$ cat config.mk
export PLATFORM = sky130hd
export DESIGN_NAME = copy_engine_ctrl
export DESIGN_NICKNAME = d
export VERILOG_FILES = /design/src/rtl/copy_engine_ctrl.sv
export SDC_FILE = /design/constraint.sdc
export NUM_CORES = 1
export LEC_CHECK = 0
export CORE_ASPECT_RATIO = 0.9
export CORE_MARGIN = 5
export CORE_UTILIZATION = 37
export CTS_BUF_LIST = sky130_fd_sc_hd__clkbuf_2
export DETAILED_ROUTE_END_ITERATION = 8
export HOLD_SLACK_MARGIN = 0.05
export SLEW_MARGIN = 20
export SYNTH_ARGS = -nofsm -noshare
export SYNTH_HDL_FRONTEND = slang
export SYNTH_SLANG_ARGS = --single-unit
$ cat constraint.sdc
create_clock -name clk_clk -period 2.8 [get_ports clk_clk]
set_clock_uncertainty 0.15 [all_clocks]
set_input_delay 0.84 -clock clk_clk [delete_from_list [all_inputs] [get_ports clk_clk]]
set_output_delay 0.84 -clock clk_clk [all_outputs]
set_load 0.02 [all_outputs]
$ cat src/rtl/copy_engine_ctrl.sv
// Sprite copy engine sequencer: walks one blit command row-major, fetching each source word and
// issuing a clipped frame-buffer write. Define COPY_ENGINE_TRANSPARENT_EN to skip 16'h0000 words.
//   state   | meaning
//   IDLE    | waiting for engine_execute
//   FETCH   | src_addr valid, load read-latency counter
//   WAIT    | counting down read latency, capture word at zero
//   WRITE   | program_write held until program_grant
//   ADV     | step col/row and source address
//   DONE    | blit finished, engine_done high
module copy_engine_ctrl #(
  parameter int H_RES  = 640,
  parameter int V_RES  = 480,
  parameter int RD_LAT = 2
) (
  input  logic        clk_clk,
  input  logic        reset_reset_n,
  input  logic        engine_execute,
  input  logic [19:0] src_base,
  input  logic [9:0]  sprite_w,
  input  logic [9:0]  sprite_h,
  input  logic [9:0]  dst_x,
  input  logic [9:0]  dst_y,
  input  logic [1:0]  palette_in,
  output logic [19:0] src_addr,
  input  logic [15:0] src_data,
  output logic [9:0]  program_x,
  output logic [9:0]  program_y,
  output logic [15:0] program_data,
  output logic        program_write,
  input  logic        program_grant,
  output logic [1:0]  palette_index,
  output logic        engine_busy,
  output logic        engine_done
);

  localparam logic [10:0] H_LIM = 11'(H_RES);
  localparam logic [10:0] V_LIM = 11'(V_RES);
  localparam logic [2:0]  LAT   = 3'(RD_LAT);

  typedef enum logic [2:0] {S_IDLE, S_FETCH, S_WAIT, S_WRITE, S_ADV, S_DONE} state_t;

  state_t      state_q, state_d;
  logic [19:0] addr_q, addr_d;
  logic [9:0]  w_q, w_d, h_q, h_d, dx_q, dx_d, dy_q, dy_d;
  logic [9:0]  col_q, col_d, row_q, row_d;
  logic [9:0]  px_q, px_d, py_q, py_d;
  logic [15:0] pd_q, pd_d;
  logic [1:0]  pal_q, pal_d;
  logic [2:0]  cnt_q, cnt_d;
  logic [10:0] px_full, py_full;
  logic        on_screen, keep_pixel, last_col, last_row;

  assign px_full   = {1'b0, dx_q} + {1'b0, col_q};
  assign py_full   = {1'b0, dy_q} + {1'b0, row_q};
  assign on_screen = (px_full < H_LIM) && (py_full < V_LIM);
  assign last_col  = (col_q == w_q - 10'd1);
  assign last_row  = (row_q == h_q - 10'd1);

`ifdef COPY_ENGINE_TRANSPARENT_EN
  assign keep_pixel = on_screen && (src_data != 16'h0000);
`else
  assign keep_pixel = on_screen;
`endif

  always_comb begin
    state_d = state_q;
    addr_d  = addr_q;
    w_d     = w_q;
    h_d     = h_q;
    dx_d    = dx_q;
    dy_d    = dy_q;
    pal_d   = pal_q;
    col_d   = col_q;
    row_d   = row_q;
    cnt_d   = cnt_q;
    px_d    = px_q;
    py_d    = py_q;
    pd_d    = pd_q;
    unique case (state_q)
      S_IDLE, S_DONE: begin
        if (engine_execute) begin
          w_d   = sprite_w;
          h_d   = sprite_h;
          dx_d  = dst_x;
          dy_d  = dst_y;
          pal_d = palette_in;
          col_d = '0;
          row_d = '0;
          // zero-size blits never touch the source bus
          if (sprite_w == 10'd0 || sprite_h == 10'd0) begin
            state_d = S_DONE;
          end else begin
            addr_d  = src_base;
            state_d = S_FETCH;
          end
        end
      end
      S_FETCH: begin
        cnt_d   = LAT;
        state_d = S_WAIT;
      end
      S_WAIT: begin
        cnt_d = cnt_q - 3'd1;
        if (cnt_q == 3'd1) begin
          pd_d    = src_data;
          px_d    = px_full[9:0];
          py_d    = py_full[9:0];
          state_d = keep_pixel ? S_WRITE : S_ADV;
        end
      end
      S_WRITE: begin
        if (program_grant) state_d = S_ADV;
      end
      S_ADV: begin
        if (last_col) begin
          col_d = '0;
          row_d = row_q + 10'd1;
        end else begin
          col_d = col_q + 10'd1;
        end
        if (last_col && last_row) begin
          state_d = S_DONE;
        end else begin
          addr_d  = addr_q + 20'd1;
          state_d = S_FETCH;
        end
      end
      default: state_d = S_IDLE;
    endcase
  end

  always_ff @(posedge clk_clk) begin
    if (!reset_reset_n) begin
      state_q <= S_IDLE;
      addr_q  <= '0;
      w_q     <= '0;
      h_q     <= '0;
      dx_q    <= '0;
      dy_q    <= '0;
      pal_q   <= '0;
      col_q   <= '0;
      row_q   <= '0;
      cnt_q   <= '0;
      px_q    <= '0;
      py_q    <= '0;
      pd_q    <= '0;
    end else begin
      state_q <= state_d;
      addr_q  <= addr_d;
      w_q     <= w_d;
      h_q     <= h_d;
      dx_q    <= dx_d;
      dy_q    <= dy_d;
      pal_q   <= pal_d;
      col_q   <= col_d;
      row_q   <= row_d;
      cnt_q   <= cnt_d;
      px_q    <= px_d;
      py_q    <= py_d;
      pd_q    <= pd_d;
    end
  end

  assign src_addr      = addr_q;
  assign program_x     = px_q;
  assign program_y     = py_q;
  assign program_data  = pd_q;
  assign palette_index = pal_q;
  assign program_write = (state_q == S_WRITE);
  assign engine_done   = (state_q == S_DONE);
  assign engine_busy   = (state_q == S_FETCH) || (state_q == S_WAIT) ||
                         (state_q == S_WRITE) || (state_q == S_ADV);

endmodule
* Word level (Yosys, flattened, before mapping)
Cells that the tools add are included.
Operators by class: $add $sub $neg 8, multipliers 0, div/mod/pow operators 0, $lt $le $gt $ge 2, equal/unequal tests 14, shift operators 0, mux-type cells 17, bitwise operators 0, reduce and logical (&&, ||, !) cells 18
Operators by type and width (count):
- $mux 20 | 3
- $pmux 10 s2 | 2
- $pmux 20 s2 | 1
- $mux 10 | 3
- $add 10x10->11 | 2
- $add 10x1->10 const B | 2
- $add 20x1->20 const B | 1
- $eq 10x10->1 | 2
- $logic_not 10->1 | 2
- $sub 10x1->10 const B | 2
- $mux 3 | 6
- $pmux 3 s5 | 1
- $lt 11x10->1 const B | 1
- $lt 11x9->1 const B | 1
- $ne 2x2->1 const B | 5
- $eq 3x1->1 const B | 2
- $eq 3x2->1 const B | 2
- $eq 3x3->1 const B | 2
- $pmux 3 s2 | 1
- $reduce_and 2->1 | 3
- $reduce_and 3->1 | 2
- $logic_or 1x1->1 | 4
- $reduce_and 4->1 | 1
- $reduce_bool 2->1 | 2
- other kinds (5) | 6
Word-level totals: bits in registers 124, bits in latches 0, bits in writable memories 0, ROM bits 0, input port bits 82, output and inout bits 61, word-level logic and storage cells 72, memories 0

* Logic depth before layout (Yosys ltp)
Gate-level depths: netlist of the first run.
depth in word-level cells 6, mapped depth 11, depth with buffers taken out 11

* Worst setup path after synthesis of the first run
OpenSTA, ideal clock, no wires.
kind input -> register, from in sprite_w[5], to reg addr_q[0] (netlist: src_addr[0]), setup time 0.119 ns, arrival 2.491 ns, slack 0.041 ns, stages 7, buffers on the path 1, cells stage by stage or4_1 > o41ai_1 > nand2_1 > nand2_4 > buf_6 > nor2_1 > o221a_1
Between the ends: word-level cells in the longest chain between the ends 4
RTL lines:
- start, declared | RTL line 19 | input logic [9:0] sprite_w,
- $logic_not 10->1 | RTL line 90 | if (sprite_w == 10'd0 || sprite_h == 10'd0) begin
- $logic_or 1x1->1 | RTL line 90
- $ne 2x2->1 (no line)
- $reduce_and 4->1 (no line)
- end signal, assigned | RTL line 149 | addr_q <= addr_d;
- end, declared | RTL line 43 | logic [19:0] addr_q, addr_d;
Every way passes these cells. A chain may end at the register's enable or synchronous reset.

* Final worst setup path of the first run
from reg dy_q[1], to reg state_q[2]
Between the ends: word-level cells in the longest chain between the ends 6
RTL lines:
- start, declared | RTL line 44 | logic [9:0] w_q, w_d, h_q, h_d, dx_q, dx_d, dy_q, dy_d;
- start signal, assigned | RTL line 153 | dy_q <= dy_d;
- $add 10x10->11 | RTL line 54 | assign py_full = {1'b0, dy_q} + {1'b0, row_q};
- $lt 11x9->1 | RTL line 55 | assign on_screen = (px_full < H_LIM) && (py_full < V_LIM);
- $logic_and 1x1->1 | RTL line 55
- $mux 3 | RTL line 108 | state_d = keep_pixel ? S_WRITE : S_ADV;
- $mux 3 | RTL line 104 | if (cnt_q == 3'd1) begin
- $pmux 3 s5 | RTL line 79 | unique case (state_q)
- end signal, assigned | RTL line 148 | state_q <= state_d;
- end, declared | RTL line 42 | state_t state_q, state_d;
Every way passes these cells. The select of a mux whose other input is x is not followed.

==> results of run 1 <==
[where the power goes]
part	switching, mW	internal, mW
clock network	0.696	0.412
registers	0.169	1.92
logic	0.819	0.691
total	1.68	3.02
[cell usage after synthesis (all sizes together) (3+ instances only)]
cell	count	area share, %
nand2b	10	0.90
and3	14	1.3
o21a	3	0.33
or4	5	0.54
or3	3	0.27
nand3b	9	0.98
a211oi	8	0.94
o22ai	7	0.63
inv	22	1.2
o211ai	9	0.98
nand4	10	0.90
a21oi	124	9.0
o41ai	4	0.51
dfxtp	124	36
o21ai	40	2.9
a311oi	3	0.38
and2	9	0.81
nor2	48	2.6
nand2	196	11
nor3	20	1.5
o31ai	6	0.65
nor3b	4	0.43
xor2	17	2.1
a21o	7	0.76
nor2b	5	0.45
nor4	13	1.7
nand3	29	2.2
buf	12	1.0
ha	27	4.9
clkbuf	36	2.0
or2	5	0.45
mux2i	3	0.43
o2111ai	4	0.76
a31oi	11	0.99
xnor2	27	3.4
[critical path: stages, from the launching register on]
cell and delay [ns]:
dfxtp_1 0.35, ha_1 0.31, a21oi_2 0.19, o221ai_1 0.19
xnor2_1 0.23, or4b_2 0.63, a211o_1 0.30, o2111ai_2 0.13
a41o_1 0.21
[repair_timing]
action / in CTS / in global routing
buffers inserted: 1 / 1
endpoints found under the setup margin: 24 / 53
pin swaps: 6 / 6
gates resized for setup: 43 / 36
[state kept, by name (all words and copies together), names as in the netlist]
signal / count
w_q: 10
col_q: 10
state_q: 3
row_q: 10
cnt_q: 3
dy_q: 10
palette_index: 2
src_addr: 20
program_y: 10
dx_q: 10
program_data: 16
program_x: 10
h_q: 10
[layer usage]
layer | GRT usage (%) | part of all wire [%] | up-vias
li1 | - | - | 3612
met3 | 4.41 | 5.5 | 15
met2 | 26.4 | 43 | 186
met4 | 4.18 | 0.84 | 0
met1 | 25.8 | 51 | 3148
met5 | 0 | 0 | -
[through the flow]
stage / cells / area, um^2 / hold WS [ns] / util (%)
6_report: 1361 / 9460 / 0.311 / 51.4
3_5_place_dp: 1326 / 9120 / 0.295 / 49.5
2_1_floorplan: 903 / 6930 / 0.291 / -
3_3_place_gp: 1326 / 9120 / 0.290 / 49.5
4_1_cts: 1359 / 9370 / 0.315 / 50.9
5_1_grt: 1361 / 9460 / 0.331 / 51.4
[kinds of logic after synthesis]
family	synth area share [%]
AOI/OAI and AO/OA	21.2
muxes	0.596
xor gates and xnor gates	5.89
adders and majority gates	5.45
DFF	35.8
buffers and inverters	4.17
and+or+nand+nor	26.8
[worst max-delay path by stage]
stage                               endpoint  cells after the start
floorplan           src_addr[0]$_SDFFE_PN0P_                      7
global placement    src_addr[0]$_SDFFE_PN0P_                      8
detailed placement  src_addr[0]$_SDFFE_PN0P_                      8
CTS                            program_write                      4
global route         state_q[2]$_SDFFE_PN0P_                      8
finish               state_q[2]$_SDFFE_PN0P_                      8
[cell type report]
class                           instances  share of cell area (%)
Antenna cell                            1                  0.0265
Clock buffer                           20                    1.06
Clock inverter                         12                    1.31
Inverter                               22                   0.886
Multi-Input combinational cell        709                    44.7
Sequential cell                       124                    26.5
Tap cell                              245                    3.24
Timing Repair Buffer                  228                    22.3
==> flow_metrics.tcl, run 1 <==
set metrics [dict create \
    syn_inst 903 \
    drive_gt1_share_pct 15.2 \
    drc_errors 0 \
    die_h_um 140 \
    ys_ff_latch 124 \
    worst_pin_slew_ns 0.548 \
    portBuffers 142 \
    fill_cells 1907 \
    via_per_inst 5.11 \
    cts_hold_buf 0 \
    powerDensity_mw_per_mm2 497 \
    cap_violations 0 \
    final_cell_mix "nand2_1, a21oi_1, dfxtp_1" \
    routed_wl_um 19800 \
    worstPathArrival_ns 3.23 \
    worst_slew_margin_rel_pct 63.5 \
    clockBufferDepth 2 \
    required_ns 3.28 \
    grt_pass1_vias 6354 \
    grt_util_all_layers_pct 17.7 \
    synth_edf_count 0 \
    finalCritPeriodShare_pct 97.9 \
    r2r_start "dy_q[1]$_SDFFE_PN0P_" \
    hold-path-cell-count 2 \
    synth_ff_type "dfxtp_1" \
    critical_path.startpoint "dy_q[1]$_SDFFE_PN0P_" \
    peakVddDrop_uv 220 \
    final-max-slew-violation-count 0 \
    start_util_pct 37.6 \
    die-area_mm2 0.0216 \
    cts.sinks 124 \
    endpoint_kind "flip-flop" \
    rsz0062_at_grt "true" \
    ys_seq_area_share_pct 35.8 \
    place_hpwl_um 14700 \
    leakagePower_nw 3.95 \
    synth_async_sr_flop_share_pct 0 \
    grt_max_degree 50 \
    num_vias 6961 \
    grt_pass1_wl_um 31800 \
    dr.pass1.iters 5 \
    syn-num-nets 1014 \
    gp_congestion 0.841 \
    dp_slack_ns -0.479 \
    path_clk_slew_ns 0.19 \
    setup_violations 0 \
    final_common_cell "nand2_1" \
    multi_input_area_mm2 0.00422 \
    drt.antenna.violating_nets 0 \
    routedWlPerCell_um 14.5 \
    hp-class "reg -> reg" \
    synth.distinct_cells 72 \
    synth_area_per_cell_um2 7.67 \
    critPathKind "reg -> reg" \
    rows 47 \
    ys_warn_count 0 \
    reg2reg_depth 8 \
    antenna_found_initial 1 \
    dieWidth_um 154 \
    hold_viol 0 \
    cts_root_buf "clkbuf_2" \
    syn2layout_area_growth_pct 36.5 \
    core_area_mm2 0.0184 \
    fin_tns_setup_ns 0 \
    drtIter0Drc 502 \
    grt.overflow.total 0 \
    r2r_end "state_q[2]$_SDFFE_PN0P_" \
    status "finished clean" \
    max_freq_mhz 365 \
    critPathLaunchType "flip-flop" \
    fin_crit_ns 2.74 \
    tritoncts "yes" \
    htreeDepth 4 \
    reg2reg_setup_slack_ns 0.06 \
    finalPower_mw 4.71 \
    ff_latch_area_mm2 0.00251 \
    layout.nets 1213 \
    ioPinCount 143 \
    min_from "program_x[2]$_SDFFE_PN0P_" \
    cts_buffers 17 \
    synthesis.area_mm2 0.00693 \
    worstHoldEndpoint "program_x[2]$_SDFFE_PN0P_" \
    insertion_delay_ns 0.71 \
    fin_ws_ns 0.0579 \
    path_max_fanout 3 \
]
Power figures use the tool's default switching activity.
==> run 2: changes to the inputs <==
--- a/config.mk
+++ b/config.mk
@@ -15,3 +15,4 @@
 export SYNTH_ARGS = -nofsm -noshare
 export SYNTH_HDL_FRONTEND = slang
 export SYNTH_SLANG_ARGS = --single-unit
+export TNS_END_PERCENT = 100
==> results of run 2 <==
Same layout as run 1: the final DEF is identical, and so are final timing and power.
